--- src/rtl/clock_pkg.sv ---
// Shared definitions for the clock time-setting path: controller states,
// display field codes and the default hour/minute limits used by the counters.
package clock_pkg;

  typedef enum logic [2:0] {
    ST_IDLE      = 3'd0,
    ST_CAPTURE   = 3'd1,
    ST_EDIT_HOUR = 3'd2,
    ST_EDIT_MIN  = 3'd3,
    ST_COMMIT    = 3'd4
  } set_state_t;

  localparam logic [1:0] FIELD_NONE = 2'b00;
  localparam logic [1:0] FIELD_HOUR = 2'b01;
  localparam logic [1:0] FIELD_MIN  = 2'b10;

  localparam int HOUR_W       = 5;
  localparam int MIN_W        = 6;
  localparam int DEF_HOUR_MAX = 23;
  localparam int DEF_MIN_MAX  = 59;

  // Display field code for a given controller state.
  function automatic logic [1:0] field_of(input set_state_t s);
    case (s)
      ST_EDIT_HOUR: return FIELD_HOUR;
      ST_EDIT_MIN:  return FIELD_MIN;
      default:      return FIELD_NONE;
    endcase
  endfunction

endpackage

--- src/rtl/time_set_ctrl_if.sv ---
// Counter-side bus of the time-setting controller: databus reads from the
// hour/minute counters and the load strobes/values going back to them.
interface time_set_ctrl_if;
  import clock_pkg::*;

  logic [HOUR_W-1:0] hour_bus;
  logic [MIN_W-1:0]  min_bus;
  logic              hour_en;
  logic              min_en;
  logic              hour_load;
  logic              min_load;
  logic [HOUR_W-1:0] hour_data;
  logic [MIN_W-1:0]  min_data;

  // Controller side.
  modport master (
    input  hour_bus, min_bus,
    output hour_en, min_en, hour_load, min_load, hour_data, min_data
  );

  // Counter side.
  modport slave (
    output hour_bus, min_bus,
    input  hour_en, min_en, hour_load, min_load, hour_data, min_data
  );

endinterface

--- src/rtl/time_set_ctrl_wrap_step.sv ---
// One up/down step of a 0..MAX field with wrap-around. Purely combinational.
// inc and dec together leave the value unchanged; a value above MAX is
// treated as the top of the range when stepping.
module wrap_step #(
  parameter int W   = 5,
  parameter int MAX = 23
) (
  input  logic [W-1:0] val_i,
  input  logic         inc_i,
  input  logic         dec_i,
  output logic [W-1:0] nxt_o
);

  localparam logic [W-1:0] MAXV = W'(MAX);

  // Next value of the field after at most one step.
  always_comb begin
    nxt_o = val_i;
    if (inc_i && !dec_i) begin
      nxt_o = (val_i >= MAXV) ? '0 : val_i + W'(1);
    end else if (dec_i && !inc_i) begin
      nxt_o = ((val_i == '0) || (val_i > MAXV)) ? MAXV : val_i - W'(1);
    end
  end

endmodule

--- src/rtl/time_set_ctrl.sv ---
// Time-setting controller: snapshots the running hour/minute counters into
// shadow registers, lets the user step hour then minute, and writes both back
// in one load cycle. An idle edit times out back to IDLE without loading.
module time_set_ctrl
  import clock_pkg::*;
#(
  parameter int HOUR_MAX  = DEF_HOUR_MAX,
  parameter int MIN_MAX   = DEF_MIN_MAX,
  parameter int BLINK_DIV = 25_000_000,
  parameter int TIMEOUT   = 500_000_000
) (
  input  logic                   clk,
  input  logic                   rst_n,
  input  logic                   btn_mode,
  input  logic                   btn_inc,
  input  logic                   btn_dec,
  time_set_ctrl_if.master        cnt_if,
  output logic [1:0]             field,
  output logic                   blink
);

  localparam int TW = $clog2(TIMEOUT + 1);
  localparam int BW = (BLINK_DIV > 1) ? $clog2(BLINK_DIV) : 1;
  localparam logic [TW-1:0] TMO_LAST = TW'(TIMEOUT - 1);
  localparam logic [BW-1:0] BLK_LAST = BW'(BLINK_DIV - 1);

  // Captured values above the field range are replaced by 0.
  function automatic logic [HOUR_W-1:0] clamp_hour(input logic [HOUR_W-1:0] v);
    return (v > HOUR_W'(HOUR_MAX)) ? '0 : v;
  endfunction

  function automatic logic [MIN_W-1:0] clamp_min(input logic [MIN_W-1:0] v);
    return (v > MIN_W'(MIN_MAX)) ? '0 : v;
  endfunction

  set_state_t        state_q, state_d;
  logic [HOUR_W-1:0] hour_sh_q, hour_sh_d;
  logic [MIN_W-1:0]  min_sh_q, min_sh_d;
  logic [TW-1:0]     tmo_q, tmo_d;
  logic [BW-1:0]     blk_cnt_q, blk_cnt_d;
  logic              blink_q, blink_d;

  logic [HOUR_W-1:0] hour_step;
  logic [MIN_W-1:0]  min_step;
  logic              step_btn;
  logic              edit_d;

  assign step_btn = btn_inc | btn_dec;
  assign edit_d   = (state_d == ST_EDIT_HOUR) || (state_d == ST_EDIT_MIN);

  wrap_step #(.W(HOUR_W), .MAX(HOUR_MAX)) u_hour_step (
    .val_i (hour_sh_q),
    .inc_i (btn_inc),
    .dec_i (btn_dec),
    .nxt_o (hour_step)
  );

  wrap_step #(.W(MIN_W), .MAX(MIN_MAX)) u_min_step (
    .val_i (min_sh_q),
    .inc_i (btn_inc),
    .dec_i (btn_dec),
    .nxt_o (min_step)
  );

  // State, shadow and timeout registers.
  always_ff @(posedge clk or negedge rst_n) begin
    if (!rst_n) begin
      state_q   <= ST_IDLE;
      hour_sh_q <= '0;
      min_sh_q  <= '0;
      tmo_q     <= '0;
      blk_cnt_q <= '0;
      blink_q   <= 1'b0;
    end else begin
      state_q   <= state_d;
      hour_sh_q <= hour_sh_d;
      min_sh_q  <= min_sh_d;
      tmo_q     <= tmo_d;
      blk_cnt_q <= blk_cnt_d;
      blink_q   <= blink_d;
    end
  end

  // Next state, shadow updates, timeout counting and counter-bus outputs.
  // Mode beats a step in the same cycle; any button restarts the timeout.
  always_comb begin
    state_d          = state_q;
    hour_sh_d        = hour_sh_q;
    min_sh_d         = min_sh_q;
    tmo_d            = '0;
    cnt_if.hour_en   = 1'b0;
    cnt_if.min_en    = 1'b0;
    cnt_if.hour_load = 1'b0;
    cnt_if.min_load  = 1'b0;
    cnt_if.hour_data = '0;
    cnt_if.min_data  = '0;

    unique case (state_q)
      ST_IDLE: begin
        if (btn_mode) state_d = ST_CAPTURE;
      end
      ST_CAPTURE: begin
        cnt_if.hour_en = 1'b1;
        cnt_if.min_en  = 1'b1;
        hour_sh_d      = clamp_hour(cnt_if.hour_bus);
        min_sh_d       = clamp_min(cnt_if.min_bus);
        state_d        = ST_EDIT_HOUR;
      end
      ST_EDIT_HOUR: begin
        if (btn_mode)             state_d   = ST_EDIT_MIN;
        else if (step_btn)        hour_sh_d = hour_step;
        else if (tmo_q == TMO_LAST) state_d = ST_IDLE;
        else                      tmo_d     = tmo_q + TW'(1);
      end
      ST_EDIT_MIN: begin
        if (btn_mode)             state_d  = ST_COMMIT;
        else if (step_btn)        min_sh_d = min_step;
        else if (tmo_q == TMO_LAST) state_d = ST_IDLE;
        else                      tmo_d    = tmo_q + TW'(1);
      end
      ST_COMMIT: begin
        cnt_if.hour_load = 1'b1;
        cnt_if.min_load  = 1'b1;
        cnt_if.hour_data = hour_sh_q;
        cnt_if.min_data  = min_sh_q;
        state_d          = ST_IDLE;
      end
      default: begin
        state_d = ST_IDLE;
      end
    endcase
  end

  // Blink phase: forced on when an edit state is entered or a step is
  // pressed, otherwise toggled every BLINK_DIV cycles; off outside editing.
  always_comb begin
    blink_d   = 1'b0;
    blk_cnt_d = '0;
    if (edit_d) begin
      if ((state_d != state_q) || step_btn) begin
        blink_d = 1'b1;
      end else if (blk_cnt_q == BLK_LAST) begin
        blink_d = ~blink_q;
      end else begin
        blink_d   = blink_q;
        blk_cnt_d = blk_cnt_q + BW'(1);
      end
    end
  end

  assign field = field_of(state_q);
  assign blink = blink_q;

endmodule

--- src/flat_wrapper.sv ---
// flat-port wrapper written by rule: the top's interface ports become plain ports
module time_set_ctrl_flat import clock_pkg::*;
#(
  parameter int HOUR_MAX  = DEF_HOUR_MAX,
  parameter int MIN_MAX   = DEF_MIN_MAX,
  parameter int BLINK_DIV = 25_000_000,
  parameter int TIMEOUT   = 500_000_000
)
  (clk, rst_n, btn_mode, btn_inc, btn_dec, field, blink, cnt_if_hour_bus, cnt_if_min_bus, cnt_if_hour_en, cnt_if_min_en, cnt_if_hour_load, cnt_if_min_load, cnt_if_hour_data, cnt_if_min_data);
  time_set_ctrl_if cnt_if_i ();
  input  logic clk;
  input  logic rst_n;
  input  logic btn_mode;
  input  logic btn_inc;
  input  logic btn_dec;
  output logic [1:0] field;
  output logic blink;
  input wire logic [$bits(cnt_if_i.hour_bus)-1:0] cnt_if_hour_bus;
  input wire logic [$bits(cnt_if_i.min_bus)-1:0] cnt_if_min_bus;
  output wire logic [$bits(cnt_if_i.hour_en)-1:0] cnt_if_hour_en;
  output wire logic [$bits(cnt_if_i.min_en)-1:0] cnt_if_min_en;
  output wire logic [$bits(cnt_if_i.hour_load)-1:0] cnt_if_hour_load;
  output wire logic [$bits(cnt_if_i.min_load)-1:0] cnt_if_min_load;
  output wire logic [$bits(cnt_if_i.hour_data)-1:0] cnt_if_hour_data;
  output wire logic [$bits(cnt_if_i.min_data)-1:0] cnt_if_min_data;
  assign cnt_if_i.hour_bus = cnt_if_hour_bus;
  assign cnt_if_i.min_bus = cnt_if_min_bus;
  assign cnt_if_hour_en = cnt_if_i.hour_en;
  assign cnt_if_min_en = cnt_if_i.min_en;
  assign cnt_if_hour_load = cnt_if_i.hour_load;
  assign cnt_if_min_load = cnt_if_i.min_load;
  assign cnt_if_hour_data = cnt_if_i.hour_data;
  assign cnt_if_min_data = cnt_if_i.min_data;
  time_set_ctrl #(.HOUR_MAX(HOUR_MAX), .MIN_MAX(MIN_MAX), .BLINK_DIV(BLINK_DIV), .TIMEOUT(TIMEOUT)) u_core (.clk(clk), .rst_n(rst_n), .btn_mode(btn_mode), .btn_inc(btn_inc), .btn_dec(btn_dec), .cnt_if(cnt_if_i), .field(field), .blink(blink));
endmodule
--- config.mk ---
export PLATFORM = sky130hd
export DESIGN_NAME = time_set_ctrl_flat
export DESIGN_NICKNAME = d
export VERILOG_FILES = /design/src/rtl/clock_pkg.sv /design/src/rtl/time_set_ctrl_if.sv /design/src/rtl/time_set_ctrl_wrap_step.sv /design/src/rtl/time_set_ctrl.sv /design/src/flat_wrapper.sv
export SDC_FILE = /design/constraint.sdc
export NUM_CORES = 1
export LEC_CHECK = 0
export CAP_MARGIN = 25
export CORE_MARGIN = 2
export CORE_UTILIZATION = 39
export CTS_CLUSTER_SIZE = 28
export DETAILED_ROUTE_END_ITERATION = 12
export PLACE_DENSITY = 0.56
export SETUP_SLACK_MARGIN = 0.5
export SYNTH_ARGS = -nofsm -noshare
export SYNTH_HDL_FRONTEND = slang
export SYNTH_SLANG_ARGS = --single-unit
--- constraint.sdc ---
create_clock -name clk -period 6.35 [get_ports clk]
set_clock_uncertainty 0.2 [all_clocks]
set_input_delay 1.27 -clock clk [delete_from_list [all_inputs] [get_ports clk]]
set_output_delay 1.27 -clock clk [all_outputs]
set_load 0.01 [all_outputs]
# Yosys cells after proc, flatten, opt, wreduce, memory -nomap -nowiden
# Index checks and enable logic that the tools add are counted.
[word_totals] reg_bits=69 in_bits=16 output_inout_bits=18 wordCells=89
[classes] addsub=6 magnitude_cmp=6 eq_ne=16 muxes=37 n_bitwise=2 reduce_logical=16
[op_table] op="$mux 29" count=4
[op_table] op="$mux 25" count=3
[op_table] op="$mux 6" count=8
[op_table] op="$mux 5" count=8
[op_table] op="$add 29x1->29 const B" count=1
[op_table] op="$eq 29x29->1 const B" count=1
[op_table] op="$add 25x1->25 const B" count=1
[op_table] op="$eq 25x25->1 const B" count=1
[op_table] op="$mux 3" count=5
[op_table] op="$eq 3x2->1 const B" count=4
[op_table] op="$gt 6x6->1 const B" count=2
[op_table] op="$pmux 3 s4" count=1
[op_table] op="$pmux 6 s2" count=1
[op_table] op="$gt 5x5->1 const B" count=2
[op_table] op="$pmux 5 s2" count=1
[op_table] op="$ne 3x3->1 const B" count=3
[op_table] op="$reduce_and 4->1" count=2
[op_table] op="$add 6x1->6 const B" count=1
[op_table] op="$ge 6x6->1 const B" count=1
[op_table] op="$logic_not 6->1" count=1
[op_table] op="$sub 6x1->6 const B" count=1
[op_table] op="$add 5x1->5 const B" count=1
[op_table] op="$ge 5x5->1 const B" count=1
[op_table] op="$logic_not 5->1" count=1
[op_table] op="other kinds (16)" count=28

# Logic depth before layout (Yosys ltp)
[logic_depth] depth_word=9 mapped_depth=8 depth_no_buf=7

# By module
# A second synthesis with hierarchy kept.
[hier_totals] cells_unflattened=499 hier_area_um2=4491.8
[by_module_without_submodules] module="time_set_ctrl" instances=1 cells_per_inst=387 area_per_inst_um2=3732.3 seq_area_each_um2=1726.7
[by_module_without_submodules] module="wrap_step at u_core.u_min_step" instances=1 cells_per_inst=62 area_per_inst_um2=416.6 seq_area_each_um2=0.0
[by_module_without_submodules] module="wrap_step at u_core.u_hour_step" instances=1 cells_per_inst=50 area_per_inst_um2=342.8 seq_area_each_um2=0.0

# Worst setup path before layout
# OpenSTA, ideal clock, no wires.
[synth_timing] kind="in2reg" start="in btn_inc" end="reg u_core.hour_sh_q[4]" setup_ns=0.121 t_arrival_ns=2.707 required_time_ns=6.029 path_slack_ns=3.321 path_stages=7 path_buffers=1 cell_sequence="inv_1 > ha_1 > or4b_2 > a21oi_1 > buf_4 > nand2_1 > o22a_1"
[synth_via] elab_chain_len=5 word_cells_on_any_way=11 classes_between="eq/ne (2); mux (4); bitwise (1); reduce/logical (4)"
[synth_rtl] item="start, declared" line_no="flat_wrapper.sv:14" text="input logic btn_inc;"
[synth_rtl] item="$logic_and 1x1->1" line_no="time_set_ctrl_wrap_step.sv:19" text="if (inc_i && !dec_i) begin"
[synth_rtl] item="$mux 5" line_no="time_set_ctrl_wrap_step.sv:19"
[synth_rtl] item="$mux 5" line_no="time_set_ctrl.sv:111" text="else if (step_btn) hour_sh_d = hour_step;"
[synth_rtl] item="$mux 5" line_no="time_set_ctrl.sv:110" text="if (btn_mode) state_d = ST_EDIT_MIN;"
[synth_rtl] item="$pmux 5 s2" line_no="time_set_ctrl.sv:98" text="unique case (state_q)"
[synth_rtl] item="end signal, assigned" line_no="time_set_ctrl.sv:76" text="hour_sh_q <= hour_sh_d;"
[synth_rtl] item="end, declared" line_no="time_set_ctrl.sv:37" text="logic [HOUR_W-1:0] hour_sh_q, hour_sh_d;"
# Several ways; a longest one is shown, not always the timed one. The select of a mux whose other input is x is not followed.
# A chain may end at the register's enable or synchronous reset.

# Worst setup path in the final report
[layout_timing] start="reg u_core.state_q[1]" end="out cnt_if_hour_data[3]"
[layout_via] elab_chain_len=2
[layout_rtl] item="start, declared" line_no="time_set_ctrl.sv:36" text="set_state_t state_q, state_d;"
[layout_rtl] item="start signal, assigned" line_no="time_set_ctrl.sv:75" text="state_q <= state_d;"
[layout_rtl] item="$eq 3x3->1" line_no="time_set_ctrl.sv:98"
[layout_rtl] item="$mux 5" line_no="time_set_ctrl.sv:98"
[layout_rtl] item="end, declared" line_no="flat_wrapper.sv:24" text="output wire logic [$bits(cnt_if_i.hour_data)-1:0] cnt_if_hour_data;"
# Every way passes these cells.

==> flow_metrics.tcl <==
set metrics [dict create \
    outcome "completed" \
    fp.dieArea_mm2 0.0114 \
    synth_xor_area_frac 0.113 \
    critical_path_buf_inv_count 1 \
    syn_area_mm2 0.00412 \
    syn2layout_area_growth_pct 15.0 \
    cts_sinks 69 \
    irDropWorstVdd_v 0.000119 \
    root_buffer "clkbuf_8" \
    muxShareOfSynthArea 0.00274 \
    dpl_worst_slack_ns 2.23 \
    synth_cell_type_count 56 \
    critical-path-max-stage-delay_ns 0.86 \
    grt.total_usage 0.169 \
    finalHoldViolCount 0 \
    drive_above_1_share 0.0611 \
    path_max_fanout 13 \
    period_share 0.621 \
    final.setup.tns_ns 0 \
    cts.clk_slew.worst_paths_ns 0.08 \
    grt_setup_unrepaired "no" \
    maxCapViolations 0 \
    setup_viol 0 \
    clockBufferDepth 2 \
    synth-compound-area-share 0.105 \
    cts_tree "built" \
    cts_resized 0 \
    initial_core_util 0.401 \
    critical_path.top_delay_family "simple AND/OR/NAND/NOR gates" \
    synthArstFlopShare 1.00 \
    die_w_um 107 \
    power.density_mw_per_mm2 301 \
    fin_ws_ns 2.41 \
    required_ns 4.88 \
    drt-pass1-iter-count 4 \
    dp_hpwl_mm 6.04 \
    synth_area_per_cell_um2 8.91 \
    overflow 0 \
    worstHoldPathType "register to register" \
    ys.flop_type "dfrtp_1" \
    grt_pass1_vias 3223 \
    critPathKind "register to output pin" \
    grt_antenna_before_repair 0 \
    avgViaCountPerCell 5.39 \
    fin_crit_ns 3.94 \
    first_iter_violations 180 \
    syn_nets 487 \
    die_y_um 107 \
    ant_nets 0 \
    timing.fmax_mhz 254 \
    power_leakage_nw 1.88 \
    hold_buffers 0 \
    fin_nets 511 \
    cp_cell_sequence "nor3b_1, and2_1, clkdlybuf4s50_1" \
    portBuffers 33 \
    synth_edf_count 0 \
    gp_congestion 0.839 \
    yosys_warnings 0 \
    synth_seq_cells 69 \
    cts_made_buffers 9 \
    finalNonFillerCells 627 \
    endpoint_kind "output pin" \
    dpl.cell_count 610 \
    yosysSeqAreaShare 0.419 \
    yosys.area_share.simple 0.288 \
    synth_top_family_by_area "simple AND/OR/NAND/NOR gates" \
    worst_hold_slack_ns 0.284 \
    remaining_drc_errors 0 \
    worst_pin_slew_ns 0.999 \
    startpoint_type "register" \
    routedWlPerCell_um 14.3 \
    core-area_mm2 0.0103 \
    syn_inst 462 \
    grt_max_degree 43 \
    route.vias.total 3380 \
    critPathSlowestCell "nor3b_1" \
    io_pins 34 \
    wirelength_mm 8.94 \
    htree_levels 3 \
    cts_setup_buffers 0 \
    maxSlewHeadroom 0.332 \
    grt_pass1_wl_mm 15.5 \
    synth_adder_area_share 0.0274 \
    arrival_ns 2.47 \
    diodes 0 \
    power_mw 1.43 \
    num_rows 37 \
    drv_slew 0 \
    clk_latency_ns 0.35 \
]
final timing paths:
check / end / cells past startpoint / startpoint / slack [ns]
max: cnt_if_hour_data[3] / 3 / u_core.state_q[1]$_DFF_PN0_ / 2.41
min: u_core.tmo_q[0]$_DFF_PN0_ / 1 / u_core.tmo_q[0]$_DFF_PN0_ / 0.28
max reg2reg: u_core.blk_cnt_q[3]$_DFF_PN0_ / 7 / u_core.tmo_q[0]$_DFF_PN0_ / 3.26
min reg2reg: u_core.tmo_q[0]$_DFF_PN0_ / 1 / u_core.tmo_q[0]$_DFF_PN0_ / 0.28
max in group asynchronous: u_core.blk_cnt_q[1]$_DFF_PN0_ / 2 / rst_n / 4.21
min in group asynchronous: u_core.tmo_q[2]$_DFF_PN0_ / 1 / rst_n / 0.75
flip-flops by register name (all words and copies together), names as in the netlist:
register / count
u_core.hour_sh_q: 5
u_core.state_q: 3
u_core.blk_cnt_q: 25
u_core.min_sh_q: 6
u_core.tmo_q: 29
u_core.blink: 1
Yosys cell counts (2+ instances only):
| cell | number | area (um2) |
|---|---|---|
| a211oi_1 | 2 | 15.0 |
| a21o_1 | 2 | 15.0 |
| a21oi_1 | 16 | 80.1 |
| a221oi_1 | 2 | 17.5 |
| a31oi_1 | 5 | 31.3 |
| a32oi_1 | 2 | 17.5 |
| and2_1 | 14 | 87.6 |
| and3_1 | 7 | 43.8 |
| and4_1 | 6 | 52.6 |
| buf_4 | 6 | 45.0 |
| buf_6 | 2 | 22.5 |
| clkbuf_1 | 14 | 52.6 |
| dfrtp_1 | 69 | 1730 |
| ha_1 | 9 | 113 |
| inv_1 | 16 | 60.1 |
| nand2_1 | 27 | 101 |
| nand2b_1 | 7 | 43.8 |
| nand3_1 | 30 | 150 |
| nand3b_1 | 3 | 22.5 |
| nand4_1 | 19 | 119 |
| nand4b_1 | 3 | 26.3 |
| nor2_1 | 79 | 297 |
| nor2b_1 | 2 | 12.5 |
| nor3_1 | 5 | 25.0 |
| nor3_2 | 2 | 20.0 |
| nor3b_1 | 2 | 15.0 |
| nor4_1 | 2 | 12.5 |
| nor4b_1 | 5 | 43.8 |
| o2111ai_1 | 2 | 17.5 |
| o211ai_1 | 4 | 30.0 |
| o21ai_0 | 18 | 90.1 |
| o31ai_1 | 2 | 15.0 |
| or4_1 | 4 | 30.0 |
| xnor2_1 | 12 | 105 |
| xor2_1 | 41 | 359 |
report_power, final:
| part | leakage, nW | switching [mW] | internal, mW |
|---|---|---|---|
| clock | 0.116 | 0.163 | 0.241 |
| combinational | 0.831 | 0.220 | 0.197 |
| sequential | 0.931 | 0.119 | 0.486 |
kinds of logic after synthesis:
family                     Yosys count
adders and majority gates            9
and+or+nand+nor                    224
muxes                                1
buffers and inverters               39
xor gates and xnor gates            53
AOI/OAI and AO/OA                   67
DFF                                 69
metrics by stage:
stage / cell area (um2) / utilization
2_1_floorplan: 4120 / -
4_1_cts: 4730 / 0.460
5_1_grt: 4740 / 0.461
6_report: 4740 / 0.461
3_3_place_gp: 4510 / 0.438
3_5_place_dp: 4510 / 0.438
cell type report:
| class | instances | area [um2] |
|---|---|---|
| fillers | 1031 | 5540 |
| well taps | 136 | 170 |
| flip-flops and latches | 69 | 1730 |
| clock buffers | 12 | 155 |
| clock inverters | 4 | 70.1 |
| multi-input cells | 354 | 2210 |
| repair buffers | 36 | 345 |
| inverters | 16 | 60.1 |
placed cells by master, fill, tap and decap left out, drive strengths merged, types with 5 or more instances in the layout:
cell / instances
nor2: 79
dfrtp: 69
xor2: 41
clkdlybuf4s50: 32
nand3: 31
nand2: 27
nand4: 20
o21ai: 19
inv: 16
a21oi: 16
and2: 14
xnor2: 12
clkbuf: 12
ha: 9
nand2b: 7
and3: 7
nor3: 7
and4: 6
nor4b: 5
a31oi: 5
worst reg2reg max path: cells and delay by family, from the launching register on:
kind,cells,cell delay [ns]
fa+ha+maj,1,0.21
compound gates,1,0.12
flops,1,0.39
simple gates,4,1.70
buf+inv,1,0.32
routing by layer:
layer / track usage / vias to the layer above / wire, um
met1: 0.231 / 1631 / 4430
met3: 0.0347 / 13 / 406
met2: 0.259 / 72 / 3970
met5: 0 / - / 0
met4: 0.0714 / 0 / 133
li1: - / 1664 / -
(Power assumes the default switching activity.)
